File: src/rtl/sccb_arbiter_pkg.sv
// ---------------------------------------------------------------------------
// sccb_pkg
// Shared definitions for the SCCB register-access arbiter:
//   - OCP-style command codes (MCMD_*) and response codes (SRESP_*)
//   - arbiter state encoding (arb_state_e)
//   - requester port selection (port_sel_t, PORT_A / PORT_B)
// ---------------------------------------------------------------------------
package sccb_pkg;

    localparam logic [2:0] MCMD_IDLE = 3'b000;
    localparam logic [2:0] MCMD_WR   = 3'b001;
    localparam logic [2:0] MCMD_RD   = 3'b010;

    localparam logic [1:0] SRESP_NULL = 2'b00;
    localparam logic [1:0] SRESP_DVA  = 2'b01;
    localparam logic [1:0] SRESP_ERR  = 2'b11;

    typedef enum logic [1:0] {
        ARB_IDLE  = 2'd0,
        ARB_ISSUE = 2'd1,
        ARB_WAIT  = 2'd2,
        ARB_RESP  = 2'd3
    } arb_state_e;

    typedef logic port_sel_t;

    localparam port_sel_t PORT_A = 1'b0;
    localparam port_sel_t PORT_B = 1'b1;

endpackage

File: src/rtl/sccb_arbiter_if.sv
// ---------------------------------------------------------------------------
// sccb_arbiter_if
// Bundles the two requester ports (A: boot config sequencer, B: runtime
// host/debug access) and the single SCCB master-core port.
//   x_mcmd/x_maddr/x_mdata        : requester command, {dev id, reg}, wdata
//   x_scmdaccept/x_sresp/x_sdata  : accept pulse, response, read data
//   m_*                           : the same signals towards the master core
// Modports:
//   slave  - the arbiter's view (requests in, master commands out)
//   master - the surrounding system's view (opposite directions)
// ---------------------------------------------------------------------------
interface sccb_arbiter_if;

    logic [2:0]  a_mcmd;
    logic [14:0] a_maddr;
    logic [7:0]  a_mdata;
    logic        a_scmdaccept;
    logic [1:0]  a_sresp;
    logic [7:0]  a_sdata;

    logic [2:0]  b_mcmd;
    logic [14:0] b_maddr;
    logic [7:0]  b_mdata;
    logic        b_scmdaccept;
    logic [1:0]  b_sresp;
    logic [7:0]  b_sdata;

    logic [2:0]  m_mcmd;
    logic [14:0] m_maddr;
    logic [7:0]  m_mdata;
    logic        m_scmdaccept;
    logic [1:0]  m_sresp;
    logic [7:0]  m_sdata;

    modport slave (
        input  a_mcmd, a_maddr, a_mdata,
        output a_scmdaccept, a_sresp, a_sdata,
        input  b_mcmd, b_maddr, b_mdata,
        output b_scmdaccept, b_sresp, b_sdata,
        output m_mcmd, m_maddr, m_mdata,
        input  m_scmdaccept, m_sresp, m_sdata
    );

    modport master (
        output a_mcmd, a_maddr, a_mdata,
        input  a_scmdaccept, a_sresp, a_sdata,
        output b_mcmd, b_maddr, b_mdata,
        input  b_scmdaccept, b_sresp, b_sdata,
        input  m_mcmd, m_maddr, m_mdata,
        output m_scmdaccept, m_sresp, m_sdata
    );

endinterface

File: src/rtl/sccb_rr_pick.sv
// ---------------------------------------------------------------------------
// sccb_rr_pick
// Combinational two-way picker.
//   req_a, req_b  : pending requests
//   last_grant    : port that owned the previous transaction
//   round_robin   : 1 = alternate on contention, 0 = port A always wins
//   grant_valid   : at least one request pending
//   grant_sel     : selected port (meaningful when grant_valid)
// ---------------------------------------------------------------------------
module sccb_rr_pick
    import sccb_pkg::*;
(
    input  logic      req_a,
    input  logic      req_b,
    input  port_sel_t last_grant,
    input  logic      round_robin,
    output logic      grant_valid,
    output port_sel_t grant_sel
);

    // A lone request always wins; on contention the port that did not own
    // the last transaction gets the slot in round-robin mode.
    always_comb begin
        grant_valid = req_a | req_b;
        grant_sel   = PORT_A;
        if (req_a && req_b) begin
            grant_sel = round_robin ? ~last_grant : PORT_A;
        end else if (req_b) begin
            grant_sel = PORT_B;
        end
    end

endmodule

File: src/rtl/sccb_arbiter.sv
// ---------------------------------------------------------------------------
// sccb_arbiter
// Shares one SCCB register-access master core between two requesters,
// keeping exactly one command outstanding and routing the response back
// to the port that issued it.
// Ports:
//   config_clk    : clock
//   config_reset  : synchronous active-high reset
//   bus           : sccb_arbiter_if.slave (requester A/B and master-core signals)
//   busy          : high whenever the arbiter is not IDLE
//   timeout_flag  : sticky watchdog flag (only with SCCB_ARB_TIMEOUT_EN)
// Parameters:
//   ROUND_ROBIN    : 1 = alternate grants on contention, 0 = port A wins
//   TIMEOUT_CYCLES : watchdog limit (only with SCCB_ARB_TIMEOUT_EN)
// Optional build macro SCCB_ARB_TIMEOUT_EN adds a watchdog that answers the
// owner with ERR when the master core stalls in ISSUE/WAIT.
// ---------------------------------------------------------------------------
module sccb_arbiter
    import sccb_pkg::*;
#(
    parameter bit ROUND_ROBIN = 1'b1
`ifdef SCCB_ARB_TIMEOUT_EN
    , parameter int unsigned TIMEOUT_CYCLES = 65535
`endif
) (
    input  logic          config_clk,
    input  logic          config_reset,
    sccb_arbiter_if.slave bus,
    output logic          busy
`ifdef SCCB_ARB_TIMEOUT_EN
    , output logic        timeout_flag
`endif
);

    arb_state_e  state_q, state_d;
    port_sel_t   owner_q, owner_d;
    port_sel_t   lastGrant_q, lastGrant_d;
    logic [2:0]  cmd_q, cmd_d;
    logic [14:0] addr_q, addr_d;
    logic [7:0]  data_q, data_d;
    logic [7:0]  rdata_q, rdata_d;
    logic [1:0]  resp_q, resp_d;
    logic        accept_q, accept_d;

    logic        grantValid;
    port_sel_t   grantSel;
    logic [7:0]  masterData;

`ifdef SCCB_ARB_TIMEOUT_EN
    localparam logic [15:0] WDOG_LAST = 16'(TIMEOUT_CYCLES - 1);
    logic [15:0] wdog_q, wdog_d;
    logic        flag_q, flag_d;
`endif

    sccb_rr_pick u_pick (
        .req_a       (bus.a_mcmd != MCMD_IDLE),
        .req_b       (bus.b_mcmd != MCMD_IDLE),
        .last_grant  (lastGrant_q),
        .round_robin (ROUND_ROBIN),
        .grant_valid (grantValid),
        .grant_sel   (grantSel)
    );

    // Writes carry no read data back, so their response data is forced to
    // zero whatever the master core happens to drive.
    assign masterData = (cmd_q == MCMD_WR) ? 8'h00 : bus.m_sdata;

    // Next-state logic: grant and latch in IDLE, hold the command in ISSUE
    // until the core accepts, wait for DVA, then present one response cycle.
    always_comb begin
        state_d     = state_q;
        owner_d     = owner_q;
        lastGrant_d = lastGrant_q;
        cmd_d       = cmd_q;
        addr_d      = addr_q;
        data_d      = data_q;
        rdata_d     = rdata_q;
        resp_d      = resp_q;
        accept_d    = 1'b0;
`ifdef SCCB_ARB_TIMEOUT_EN
        wdog_d      = wdog_q;
        flag_d      = flag_q;
`endif
        case (state_q)
            ARB_IDLE: begin
                if (grantValid) begin
                    state_d  = ARB_ISSUE;
                    owner_d  = grantSel;
                    accept_d = 1'b1;
                    cmd_d    = (grantSel == PORT_A) ? bus.a_mcmd  : bus.b_mcmd;
                    addr_d   = (grantSel == PORT_A) ? bus.a_maddr : bus.b_maddr;
                    data_d   = (grantSel == PORT_A) ? bus.a_mdata : bus.b_mdata;
`ifdef SCCB_ARB_TIMEOUT_EN
                    wdog_d   = 16'd0;
`endif
                end
            end
            ARB_ISSUE: begin
                if (bus.m_scmdaccept) begin
                    if (bus.m_sresp == SRESP_DVA) begin
                        state_d = ARB_RESP;
                        rdata_d = masterData;
                        resp_d  = SRESP_DVA;
                    end else begin
                        state_d = ARB_WAIT;
                    end
                end
            end
            ARB_WAIT: begin
                if (bus.m_sresp == SRESP_DVA) begin
                    state_d = ARB_RESP;
                    rdata_d = masterData;
                    resp_d  = SRESP_DVA;
                end
            end
            ARB_RESP: begin
                state_d     = ARB_IDLE;
                lastGrant_d = owner_q;
            end
            default: begin
                state_d = ARB_IDLE;
            end
        endcase
`ifdef SCCB_ARB_TIMEOUT_EN
        // A genuine response in the same cycle as the limit takes precedence.
        if ((state_q == ARB_ISSUE || state_q == ARB_WAIT) && state_d != ARB_RESP) begin
            if (wdog_q == WDOG_LAST) begin
                state_d = ARB_RESP;
                resp_d  = SRESP_ERR;
                rdata_d = 8'h00;
                flag_d  = 1'b1;
            end else begin
                wdog_d = wdog_q + 16'd1;
            end
        end
`endif
    end

    // State and holding registers. last_grant resets to B so that port A
    // wins the very first contention.
    always_ff @(posedge config_clk) begin
        if (config_reset) begin
            state_q     <= ARB_IDLE;
            owner_q     <= PORT_A;
            lastGrant_q <= PORT_B;
            cmd_q       <= MCMD_IDLE;
            addr_q      <= 15'h0000;
            data_q      <= 8'h00;
            rdata_q     <= 8'h00;
            resp_q      <= SRESP_NULL;
            accept_q    <= 1'b0;
`ifdef SCCB_ARB_TIMEOUT_EN
            wdog_q      <= 16'd0;
            flag_q      <= 1'b0;
`endif
        end else begin
            state_q     <= state_d;
            owner_q     <= owner_d;
            lastGrant_q <= lastGrant_d;
            cmd_q       <= cmd_d;
            addr_q      <= addr_d;
            data_q      <= data_d;
            rdata_q     <= rdata_d;
            resp_q      <= resp_d;
            accept_q    <= accept_d;
`ifdef SCCB_ARB_TIMEOUT_EN
            wdog_q      <= wdog_d;
            flag_q      <= flag_d;
`endif
        end
    end

    // Outputs come straight from registers; the non-owner port always
    // reads zero, and the master sees a command only while in ISSUE.
    always_comb begin
        bus.m_mcmd       = (state_q == ARB_ISSUE) ? cmd_q  : MCMD_IDLE;
        bus.m_maddr      = (state_q == ARB_ISSUE) ? addr_q : 15'h0000;
        bus.m_mdata      = (state_q == ARB_ISSUE) ? data_q : 8'h00;
        bus.a_scmdaccept = accept_q && (owner_q == PORT_A);
        bus.b_scmdaccept = accept_q && (owner_q == PORT_B);
        bus.a_sresp      = (state_q == ARB_RESP && owner_q == PORT_A) ? resp_q  : SRESP_NULL;
        bus.b_sresp      = (state_q == ARB_RESP && owner_q == PORT_B) ? resp_q  : SRESP_NULL;
        bus.a_sdata      = (state_q == ARB_RESP && owner_q == PORT_A) ? rdata_q : 8'h00;
        bus.b_sdata      = (state_q == ARB_RESP && owner_q == PORT_B) ? rdata_q : 8'h00;
        busy             = (state_q != ARB_IDLE);
    end

`ifdef SCCB_ARB_TIMEOUT_EN
    assign timeout_flag = flag_q;
`endif

endmodule

File: src/flat_wrapper.sv
// flat-port wrapper written by rule: the top's interface ports become plain ports
module sccb_arbiter_flat import sccb_pkg::*;
#(
    parameter bit ROUND_ROBIN = 1'b1

)
  (config_clk, config_reset, busy, bus_a_mcmd, bus_a_maddr, bus_a_mdata, bus_a_scmdaccept, bus_a_sresp, bus_a_sdata, bus_b_mcmd, bus_b_maddr, bus_b_mdata, bus_b_scmdaccept, bus_b_sresp, bus_b_sdata, bus_m_mcmd, bus_m_maddr, bus_m_mdata, bus_m_scmdaccept, bus_m_sresp, bus_m_sdata);
  sccb_arbiter_if bus_i ();
  input  logic config_clk;
  input  logic config_reset;
  output logic busy;
  input wire logic [$bits(bus_i.a_mcmd)-1:0] bus_a_mcmd;
  input wire logic [$bits(bus_i.a_maddr)-1:0] bus_a_maddr;
  input wire logic [$bits(bus_i.a_mdata)-1:0] bus_a_mdata;
  output wire logic [$bits(bus_i.a_scmdaccept)-1:0] bus_a_scmdaccept;
  output wire logic [$bits(bus_i.a_sresp)-1:0] bus_a_sresp;
  output wire logic [$bits(bus_i.a_sdata)-1:0] bus_a_sdata;
  input wire logic [$bits(bus_i.b_mcmd)-1:0] bus_b_mcmd;
  input wire logic [$bits(bus_i.b_maddr)-1:0] bus_b_maddr;
  input wire logic [$bits(bus_i.b_mdata)-1:0] bus_b_mdata;
  output wire logic [$bits(bus_i.b_scmdaccept)-1:0] bus_b_scmdaccept;
  output wire logic [$bits(bus_i.b_sresp)-1:0] bus_b_sresp;
  output wire logic [$bits(bus_i.b_sdata)-1:0] bus_b_sdata;
  output wire logic [$bits(bus_i.m_mcmd)-1:0] bus_m_mcmd;
  output wire logic [$bits(bus_i.m_maddr)-1:0] bus_m_maddr;
  output wire logic [$bits(bus_i.m_mdata)-1:0] bus_m_mdata;
  input wire logic [$bits(bus_i.m_scmdaccept)-1:0] bus_m_scmdaccept;
  input wire logic [$bits(bus_i.m_sresp)-1:0] bus_m_sresp;
  input wire logic [$bits(bus_i.m_sdata)-1:0] bus_m_sdata;
  assign bus_i.a_mcmd = bus_a_mcmd;
  assign bus_i.a_maddr = bus_a_maddr;
  assign bus_i.a_mdata = bus_a_mdata;
  assign bus_a_scmdaccept = bus_i.a_scmdaccept;
  assign bus_a_sresp = bus_i.a_sresp;
  assign bus_a_sdata = bus_i.a_sdata;
  assign bus_i.b_mcmd = bus_b_mcmd;
  assign bus_i.b_maddr = bus_b_maddr;
  assign bus_i.b_mdata = bus_b_mdata;
  assign bus_b_scmdaccept = bus_i.b_scmdaccept;
  assign bus_b_sresp = bus_i.b_sresp;
  assign bus_b_sdata = bus_i.b_sdata;
  assign bus_m_mcmd = bus_i.m_mcmd;
  assign bus_m_maddr = bus_i.m_maddr;
  assign bus_m_mdata = bus_i.m_mdata;
  assign bus_i.m_scmdaccept = bus_m_scmdaccept;
  assign bus_i.m_sresp = bus_m_sresp;
  assign bus_i.m_sdata = bus_m_sdata;
  sccb_arbiter #(.ROUND_ROBIN(ROUND_ROBIN)) u_core (.config_clk(config_clk), .config_reset(config_reset), .bus(bus_i), .busy(busy));
endmodule
File: config.mk
export PLATFORM = sky130hd
export DESIGN_NAME = sccb_arbiter_flat
export DESIGN_NICKNAME = d
export VERILOG_FILES = /design/src/rtl/sccb_arbiter_pkg.sv /design/src/rtl/sccb_arbiter_if.sv /design/src/rtl/sccb_rr_pick.sv /design/src/rtl/sccb_arbiter.sv /design/src/flat_wrapper.sv
export SDC_FILE = /design/constraint.sdc
export NUM_CORES = 1
export LEC_CHECK = 0
export CAP_MARGIN = 20
export CORE_UTILIZATION = 40
export CTS_CLUSTER_DIAMETER = 200
export DETAILED_ROUTE_END_ITERATION = 10
export GPL_TIMING_DRIVEN = 0
export PLACE_DENSITY = 0.81
export SLEW_MARGIN = 25
export SYNTH_ARGS = -nofsm -noshare
export SYNTH_HDL_FRONTEND = slang
export SYNTH_SLANG_ARGS = --single-unit
File: constraint.sdc
create_clock -name config_clk -period 1.85 [get_ports config_clk]
set_input_delay 0.2775 -clock config_clk [delete_from_list [all_inputs] [get_ports config_clk]]
set_output_delay 0.2775 -clock config_clk [all_outputs]
set_load 0.005 [all_outputs]
==> results.md <==
- CTS Buf Count: 5
- PwrDens: about 1300 nW/um2
- Critical path endpoint category: output port
- Detailed-route via count: ~2500
- Status: finished with violations
- Std-Cell Core Area: approximately 5200 um2
- Post-place setup slack: -0.372 ns
- Routed Wire Length: 7040 um
- Leakage: 1.59 nW
- Final worst setup slack: -0.160 ns
- TritonCTS clock tree: built
- Crit path arrival time: between 1.5 and 2 ns
- H-tree Lvls: 2
- Critical Path RT: 1.57 ns
- Dpl cells: between 400 and 500
- Post-Route Setup TNS: -2.77 ns
- Comb pwr share: 54.9%
- Worst Tran Pin Value: 0.700 ns
- Most frequently used flop master after synthesis: dfxtp_1
- Total net switching power: about 0.0018 W
- Yosys Warn Count: 0
- Largest net degree at the start of global routing: 14
- GPL Wtd Cong: 0.848
- Fin crit share: 109%
- Hpwl dp: slightly below 5000 um
- Hold path depth: 2
- Depth of the worst register-to-register path: 7
- Clk Latency, worst-skew pair: 0.30 ns
- Total area of sequential cells: 810 um2
- Sequential power share: approximately 30%
- CTS sink cnt: 40
- Total track usage: approximately 26%
- Number of synthesized flops with an enable pin: 0
- Share of layout cells above drive strength 1: around 15%
- Hold Buf Count CTS: 0
- Non-filler cells, final: about 470
- F_max: ~500 MHz
- Nets: about 470
- CTS root buffer: clkbuf_8
- Maximum vdd drop: 670 uV
- Sequential share of the synthesized area: around 37%
- Int Power: around 0.0028 W
- Placed inst area: 3360 um2
- Fillers: 440
- RSZ-0062 raised after global routing: true
- Mapped cell area: approximately 2200 um2
- Standard-cell rows: 26
- Syn_area_per_cell: 7.87 um2
- WS Path Type: reg2out
- Hold Violations, Final: 0
- Grt total ovfl: 0
- N_diodes: 0
- Hold WC Path Type: in2reg
- First-pass GRT wire length: around 11000 um
- Post-synth ARST share: 0%
- Startpoint types: register
- Slowest stage delay, CP: around 0.5 ns
- Register bit total from synthesis: 40
- WL per Instance: around 15 um
- Slowest CP cell: clkdlybuf4s50_1
- CP Max Fanout: 10
- Number of global-route vias before repair: approximately 2400
- DRC violations left: 0
- Die area: 5730 um2
- Drt via density: about 5.3
- Reg clk slew, reported paths: roughly 0.080 ns
- Total Power: between 0.004 and 0.005 W
- CP cell instances: inv_4 -> ha_4 -> clkbuf_8 -> and2_1 -> clkdlybuf4s50_1
- Syn Inst Count: roughly 280
- Clock power frac: 15.6%
- Multi-input logic area: about 1300 um2
- Clk_skew: around 0.0071 ns
- Layout area overhead: 67.1%
- Die width: between 70 and 80 um
- Final min period: 2.01 ns
- Longest Clk Path Bufs: 2
- Die Height: between 70 and 80 um
- Largest cells by area after synthesis: dfxtp_1, a21oi_1, and2_1
- Fin. max-slew vios: 0
- Switching Fraction: about 39%
- Failing checks: negative setup slack
- Starting Density: 42.0%
- # port buffers: between 100 and 150
- Post-synth cell types: slightly above 40
- Top Ports: around 110
- Cell taking the most area after synthesis: dfxtp_1
- Max Cap Viol: 0
- Initial drt markers: ~140
- Antenna Violating Nets Remaining: 0
- Post-route cell area: about 3600 um2
- Endpoints failing setup: 21
- Yosys top cell area share: 36.9%
- Initial antenna violation count: 0
- DRT Pass-1 Iters: 4
- Rel. slew slack: 53.3%
-- path summary, 6_finish.rpt --
check                                        end  slack, ns                      startpoint
setup / recovery                   bus_m_mcmd[1]      -0.16  u_core.state_q[1]$_SDFFE_PP0P_
hold / removal    u_core.state_q[0]$_SDFFE_PP0P_       0.35                    config_reset
setup reg to reg    u_core.cmd_q[1]$_SDFFE_PP0P_       0.14  u_core.state_q[0]$_SDFFE_PP0P_
hold reg to reg   u_core.rdata_q[7]$_SDFFE_PP0P_       0.46  u_core.rdata_q[7]$_SDFFE_PP0P_
-- critical path, delay by kind of cell (launching register included) --
family        cells  cell delay [ns]
fa+ha+maj         1             0.17
buf+inv           3             0.76
flops             1             0.36
simple gates      1             0.14
-- metal layers --
layer	GRT usage, %	share of wire [%]
met3	6.88	7.6
met1	31.5	43
met2	44.7	48
met5	0	0
met4	8.02	1.9
-- power groups by stage --
stage / Clock (W) / Combinational [W] / Sequential [W]
floorplan: 0 / 0.00140 / 0.00130
global placement: 0 / 0.00218 / 0.00133
detailed placement: 0 / 0.00222 / 0.00135
CTS: 0.000724 / 0.00244 / 0.00137
global route: 0.000773 / 0.00277 / 0.00140
finish: 0.000722 / 0.00254 / 0.00136
-- synth_stat cells (all sizes together), types with 2 or more instances --
cell type,n
a211oi,10
ha,5
nor3,2
and2,36
dfxtp,40
a311oi,2
nand3,10
buf,9
nor2,15
a21oi,50
and3,10
nor2b,3
a2111oi,2
inv,6
clkbuf,11
nand2,32
or3,2
o22ai,2
o21ai,19
-- final cells by class --
cell class | instances | area share [%]
flip-flops and latches | 40 | 22.3
plain buffers | 19 | 3.93
repair buffers | 119 | 31.5
clock inverters | 3 | 1.17
multi-input cells | 212 | 36.1
inverters | 6 | 0.689
clock buffers | 5 | 1.90
well taps | 70 | 2.41
-- placed cells by master, fill, tap and decap left out, drive strengths merged, types with 12 or more instances in the layout --
| master | instances |
|---|---|
| clkbuf | 19 |
| a21oi | 50 |
| buf | 18 |
| dlygate4sd2 | 12 |
| o21ai | 19 |
| and2 | 36 |
| nor2 | 15 |
| clkdlybuf4s50 | 86 |
| nand2 | 32 |
| dfxtp | 40 |
-- cell families after synthesis --
kind of cell | count (synthesis) | synth area share [%]
AOI/OAI and AO/OA | 91 | 27.0
DFF | 40 | 36.9
adders and majority gates | 5 | 2.88
and+or+nand+nor | 113 | 27.0
other | 1 | 0.173
buffers and inverters | 26 | 6.11
-- timing repair --
item                                    in CTS  in global routing
cloned                                       1                  0
hold endpoints to repair                     0                  0
endpoints found under the setup margin      66                 57
gates resized for setup                     45                 22
buffers inserted                             5                  4
-- state kept, by name, summed over array words and instances (netlist names) --
signal and flops:
u_core.accept_q 1, u_core.addr_q 15, u_core.cmd_q 3, u_core.data_q 8
u_core.lastGrant_q 1, u_core.owner_q 1, u_core.rdata_q 8, u_core.resp_q 1
u_core.state_q 2
-- per-stage QoR --
stage | hold WS [ns] | util [%]
3_3_place_gp | 0.445 | 65.0
5_1_grt | 0.390 | 70.2
3_5_place_dp | 0.450 | 65.0
4_1_cts | 0.341 | 69.2
2_1_floorplan | 0.412 | -
6_report | 0.352 | 70.2
(Power assumes the default switching activity.)
